## src/rtl/game_pkg.sv

```systemverilog
// game_pkg: shared state encoding, default parameters and speed helper for game_ctrl.
package game_pkg;
   typedef enum logic [2:0] {MENU, PLAY, HIT, PAUSE, WIN, LOSE} state_t;
   localparam int DEF_LIVES     = 3;
   localparam int DEF_LEVELS    = 4;
   localparam int DEF_LEVEL_LEN = 240;
   localparam int DEF_HIT_TICKS = 24;
   localparam int DEF_SCORE_W   = 16;
   function automatic logic [3:0] speed_of(input int unsigned lvl);
      return (lvl >= 32'd14) ? 4'd15 : 4'(lvl + 32'd1);
   endfunction
endpackage

```

## src/rtl/btn_edge.sv

```systemverilog
// btn_edge: rising-edge pulse from an already synchronised button.
module btn_edge (
   input  logic clk,
   input  logic reset_n,
   input  logic btn,
   output logic rise
);
   logic prev_q;
   always_ff @(posedge clk or negedge reset_n)
      if (!reset_n) prev_q <= 1'b0;
      else          prev_q <= btn;
   assign rise = btn & ~prev_q;
endmodule

```

## src/rtl/game_ctrl.sv

```systemverilog
// game_ctrl: multi-level, multi-life game sequencer with score and hit window.
// Define GAME_PAUSE_EN to build the PAUSE state and the pause button edge detector.
module game_ctrl
   import game_pkg::*;
#(
   parameter int LIVES     = DEF_LIVES,
   parameter int LEVELS    = DEF_LEVELS,
   parameter int LEVEL_LEN = DEF_LEVEL_LEN,
   parameter int HIT_TICKS = DEF_HIT_TICKS,
   parameter int SCORE_W   = DEF_SCORE_W,
   localparam int LIVES_W  = $clog2(LIVES + 1),
   localparam int LEVEL_W  = (LEVELS > 1) ? $clog2(LEVELS) : 1
) (
   input  logic               clk,
   input  logic               reset_n,
   input  logic               tick,
   input  logic               jump_btn,
   input  logic               pause_btn,
   input  logic               collision,
   output state_t             state,
   output logic               menu_screen,
   output logic               play_active,
   output logic               win_screen,
   output logic               lose_screen,
   output logic               invuln,
   output logic [SCORE_W-1:0] score,
   output logic [LIVES_W-1:0] lives,
   output logic [LEVEL_W-1:0] level,
   output logic [3:0]         speed
);
   localparam int LCNT_W = (LEVEL_LEN > 1) ? $clog2(LEVEL_LEN) : 1;
   localparam int HCNT_W = (HIT_TICKS > 1) ? $clog2(HIT_TICKS) : 1;

   state_t             state_q, state_d;
   logic [SCORE_W-1:0] score_q, score_d;
   logic [LIVES_W-1:0] lives_q, lives_d;
   logic [LEVEL_W-1:0] level_q, level_d;
   logic [LCNT_W-1:0]  lcnt_q, lcnt_d;
   logic [HCNT_W-1:0]  hit_q, hit_d;
   logic               jump_rise, pause_rise, lvl_done;

   btn_edge u_jump (.clk(clk), .reset_n(reset_n), .btn(jump_btn), .rise(jump_rise));
`ifdef GAME_PAUSE_EN
   btn_edge u_pause (.clk(clk), .reset_n(reset_n), .btn(pause_btn), .rise(pause_rise));
`else
   logic unused_pause;
   assign unused_pause = pause_btn;
   assign pause_rise   = 1'b0;
`endif

   always_comb begin
      state_d  = state_q;
      score_d  = score_q;
      lives_d  = lives_q;
      level_d  = level_q;
      lcnt_d   = lcnt_q;
      hit_d    = hit_q;
      lvl_done = lcnt_q == LCNT_W'(LEVEL_LEN - 1);
      case (state_q)
         MENU: begin
            score_d = '0;
            lives_d = LIVES_W'(LIVES);
            level_d = '0;
            lcnt_d  = '0;
            if (jump_rise) state_d = PLAY;
         end
         PLAY, HIT: begin
            // collision outranks pause and level completion; HIT ignores it
            if (state_q == PLAY && collision) begin
               if (lives_q == LIVES_W'(1)) begin
                  lives_d = '0;
                  state_d = LOSE;
               end else begin
                  lives_d = lives_q - LIVES_W'(1);
                  hit_d   = '0;
                  state_d = HIT;
               end
            end else if (state_q == PLAY && pause_rise) begin
               state_d = PAUSE;
            end else if (tick) begin
               score_d = &score_q ? score_q : score_q + SCORE_W'(1);
               lcnt_d  = lvl_done ? '0 : lcnt_q + LCNT_W'(1);
               if (state_q == HIT) begin
                  hit_d = hit_q + HCNT_W'(1);
                  if (hit_q == HCNT_W'(HIT_TICKS - 1)) state_d = PLAY;
               end
               if (lvl_done) begin
                  if (level_q == LEVEL_W'(LEVELS - 1)) state_d = WIN;
                  else                                 level_d = level_q + LEVEL_W'(1);
               end
            end
         end
         PAUSE:     if (pause_rise) state_d = PLAY;
         WIN, LOSE: if (jump_rise) state_d = MENU;
         default:   state_d = MENU;
      endcase
   end

   always_ff @(posedge clk or negedge reset_n)
      if (!reset_n) begin
         state_q <= MENU;
         score_q <= '0;
         lives_q <= LIVES_W'(LIVES);
         level_q <= '0;
         lcnt_q  <= '0;
         hit_q   <= '0;
      end else begin
         state_q <= state_d;
         score_q <= score_d;
         lives_q <= lives_d;
         level_q <= level_d;
         lcnt_q  <= lcnt_d;
         hit_q   <= hit_d;
      end

   assign state       = state_q;
   assign menu_screen = state_q == MENU;
   assign play_active = state_q == PLAY;
   assign win_screen  = state_q == WIN;
   assign lose_screen = state_q == LOSE;
   assign invuln      = state_q == HIT;
   assign score       = score_q;
   assign lives       = lives_q;
   assign level       = level_q;
   assign speed       = speed_of(32'(level_q));
endmodule

```

## config.mk

```make
export PLATFORM = sky130hd
export DESIGN_NAME = game_ctrl
export DESIGN_NICKNAME = d
export VERILOG_FILES = /design/src/rtl/game_pkg.sv /design/src/rtl/btn_edge.sv /design/src/rtl/game_ctrl.sv
export SDC_FILE = /design/constraint.sdc
export NUM_CORES = 1
export LEC_CHECK = 0
export CORE_UTILIZATION = 47
export DETAILED_ROUTE_END_ITERATION = 7
export PLACE_DENSITY = 0.74
export SKIP_LAST_GASP = 1
export SLEW_MARGIN = 20
export SYNTH_ARGS = -nofsm -noshare
export SYNTH_HDL_FRONTEND = slang
export SYNTH_HIERARCHICAL = 1
export SYNTH_SLANG_ARGS = --single-unit
```

## constraint.sdc

```tcl
create_clock -name clk -period 2 [get_ports clk]
set_input_delay 0.4 -clock clk [delete_from_list [all_inputs] [get_ports clk]]
set_output_delay 0.4 -clock clk [all_outputs]
set_load 0.02 [all_outputs]
```

==> results.json, run 1 <==
{
  "r2r_cells": 6,
  "boundaryPins": 38,
  "end_kind": "register",
  "synth_area_leader_cell": "dfrtp_1",
  "r2r_start": "state[0]",
  "avgSynthCellArea_um2": 8.61,
  "synth-edff-count": 0,
  "setup_viol": 0,
  "nNetsFinal": 319,
  "cts_post_setup_buffers_inserted": 0,
  "core-area_um2": 4380,
  "cp_slowest_stage_delay_ps": 420,
  "outcome": "finished, final reports clean",
  "synth_commonest_cells": "dfrtp_1 (35), o21ai_0 (26), nand2_1 (25)",
  "critPathRequiredTime_ps": 2210,
  "drv_cap": 0,
  "grt_pass1_wl_um": 8840,
  "fillCellCount": 384,
  "hpwl_um": 3860,
  "synth_top_area_share": 0.405,
  "crit_start": "state[0]",
  "irDropWorstVdd_uv": 783,
  "finalClockSkew_ps": 8.89,
  "die_h_um": 69.8,
  "die_area_um2": 4870,
  "synth_adder_area_share": 0.0290,
  "clock_sinks": 37,
  "ys_seq_area_frac": 0.430,
  "synthFlopType": "dfrtp_1",
  "syn_nets": 262,
  "crit_slowest_cell": "or4_1",
  "maxUsedRoutingLayer": "met4",
  "rsz0062_at_grt": "yes",
  "crit_type": "reg2reg",
  "synthArstFlopShare": 1.00,
  "worstMarginPinSlew_ps": 540,
  "numCtsBuffers": 5,
  "synth.distinct_cells": 43,
  "fmax_mhz": 507,
  "endpoint": "score[14]",
  "clk_root_buffer_cell": "clkbuf_8",
  "die_w_um": 69.8,
  "drtPass1Iterations": 4,
  "initial_core_util": 0.493,
  "hold_path.class": "in2async",
  "drc": 0,
  "period_minus_slack_ps": 1970,
  "slew_headroom": 0.640,
  "gp_congestion": 0.848,
  "first_iter_violations": 187,
  "yosys.cell_count.top_type": "dfrtp_1",
  "cts_buffer_depth": 2,
  "num_vias": 2129,
  "r2r_slack_ps": 30,
  "grt_pass1_vias": 1905,
  "met1_length_um": 2380,
  "insertion_delay_ps": 290,
  "synth-compound-area-share": 0.175,
  "ys_seq_elements": 37,
  "crit_chain": "or3_4 > inv_6 > a31oi_4 > or4_1 > or3_1 > a21oi_1",
  "antenna_found_initial": 0,
  "htreeDepth": 2,
  "synthXorXnorAreaFrac": 0.0243,
  "synth.area.top_cells": "dfrtp_1 (41%), o21ai_0 (6.0%), a21oi_1 (5.6%), or3_1 (4.6%), nand2_1 (4.3%)",
  "portBuffers": 35,
  "timing.final.crit_share": 0.986,
  "syn_inst": 251,
  "reg2reg_to": "score[14]",
  "drive_gt1_frac": 0.168,
  "dr_wl_met3_um": 247,
  "grt_usage": 0.229,
  "static-leakage-power_nw": 1.24,
  "antenna_left": 0,
  "worstPathArrival_ps": 2190,
  "grt_overflow_total": 0,
  "wirelength_um": 5290,
  "power_density_nw_per_um2": 1130,
  "synth_mux_area_frac": 0.0185,
  "via_per_inst": 5.90,
  "wire_per_inst_um": 14.6,
  "clkTransAtPathRegs_ps": 80,
  "tritoncts": "done",
  "n_antenna_cell": 0,
  "synthToLayoutAreaGrowth_pct": 32.1,
  "row_count": 24,
  "report.final.slew_viol_count": 0,
  "hold_ws_ps": 53.3,
  "synthSimpleGateAreaFrac": 0.276,
  "dr_wl_met2_um": 2580,
  "synth_top_family_by_area": "simple AND/OR/NAND/NOR gates",
  "utilization": 0.651,
  "yosys_warnings": 6,
  "ctsHoldBuffers": 0,
  "grt_start_max_net_pins": 23,
  "startpoint_type": "register",
  "synth_area_um2": 2160,
  "hold_viol": 0,
  "crit_fanout": 7
}
[final cells by class]
| type | count | area [um2] | share of cell area |
|---|---|---|---|
| repair buffers | 62 | 564 | 0.198 |
| clock inverters | 1 | 5.00 | 0.00175 |
| inverters | 10 | 42.5 | 0.0149 |
| clock buffers | 7 | 96.3 | 0.0337 |
| flip-flops and latches | 37 | 932 | 0.326 |
| multi-input cells | 192 | 1150 | 0.403 |
| well taps | 52 | 65.1 | 0.0228 |
[how the worst min path moves through the flow]
| stage | startpoint | endpoint | slack [ps] | cells past startpoint |
|---|---|---|---|---|
| after floorplan | reset_n | hit_q[0] | 100 | 0 |
| after global placement | reset_n | score[8] | 380 | 1 |
| after detailed placement | reset_n | score[8] | 380 | 1 |
| after CTS | reset_n | score[8] | 60 | 1 |
| after global routing | reset_n | score[8] | 80 | 1 |
| final | reset_n | score[7] | 50 | 1 |
[critical path, delay by kind of cell, from the launching register on]
kind            cells  cell delay (ps)
flops               1              400
buf+inv             1               90
compound gates      2              220
simple gates        3             1190
[metal layers]
metal / vias to the layer above / GRT usage
met5: - / 0
met4: 0 / 0.0844
met3: 9 / 0.0363
met2: 66 / 0.371
met1: 1027 / 0.309
li1: 1027 / -
[what timing repair did]
action / CTS / global route
endpoints found under the setup margin: 7 / 11
resized for setup: 7 / 7
pin swaps: 0 / 0
hold endpoints to repair: 0 / 0
[where the power goes]
group          switching (mW)  internal [mW]  leakage [nW]  total (mW)
clock                   0.268          0.312        0.0542       0.580
sequential             0.0898          0.874         0.495       0.964
combinational           0.964          0.705         0.690        1.67
total                    1.32           1.89          1.24        3.21
[stage by stage]
stage	instance area, um2	instances	power [mW]	setup slack [ps]	setup TNS [ps]
floorplan	2170	251	1.99	-50.6	-50.6
global placement	2750	353	2.62	-237	-1850
detailed placement	2750	353	2.66	-261	-2450
CTS	2840	361	3.23	24.4	0
global route	2860	361	3.42	-13.5	-13.5
finish	2860	361	3.21	28.4	0
[flip-flops by register name, summed over array words and instances, names as in the netlist]
name           count
score             16
lcnt_q             8
hit_q              5
state              3
level              2
lives              2
u_jump/prev_q      1
[logic make-up (layout without fill, tap and decap cells)]
kind of cell / count (synthesis) / in the layout
xor gates and xnor gates: 6 / 6
muxes: 4 / 4
other: 1 / 1
adders and majority gates: 5 / 5
and+or+nand+nor: 112 / 112
AOI/OAI and AO/OA: 64 / 64
buffers and inverters: 22 / 80
DFF: 37 / 37
[placed cells by master, fill, tap and decap left out, types with 2 or more instances in the layout]
cell type	synthesis	routed
o22ai_1	2	2
a31o_2	3	3
nor2_1	20	20
nand2b_1	7	7
or3_1	16	15
or4_1	3	3
clkdlybuf4s50_1	0	27
xnor2_1	4	4
buf_12	0	2
nor4_2	0	2
mux2i_1	4	4
nor3_1	5	5
nand2_1	25	25
dfstp_2	2	2
and3_1	2	2
dfrtp_1	35	32
nand3_1	11	11
clkbuf_8	0	7
xor2_1	2	2
o21ai_0	26	25
a21oi_1	24	24
buf_4	1	25
dfrtp_2	0	3
ha_1	5	5
nand4_1	11	11
nand4b_1	2	2
inv_1	9	9
and4_1	2	2
dlygate4sd2_1	0	5
Power figures use the tool's default switching activity.
==> inputs of run 2 (changes only) <==
- SLEW_MARGIN: 20 -> not set
==> results of run 2 <==
The final DEF is identical to that of run 1; final timing and power are the same.
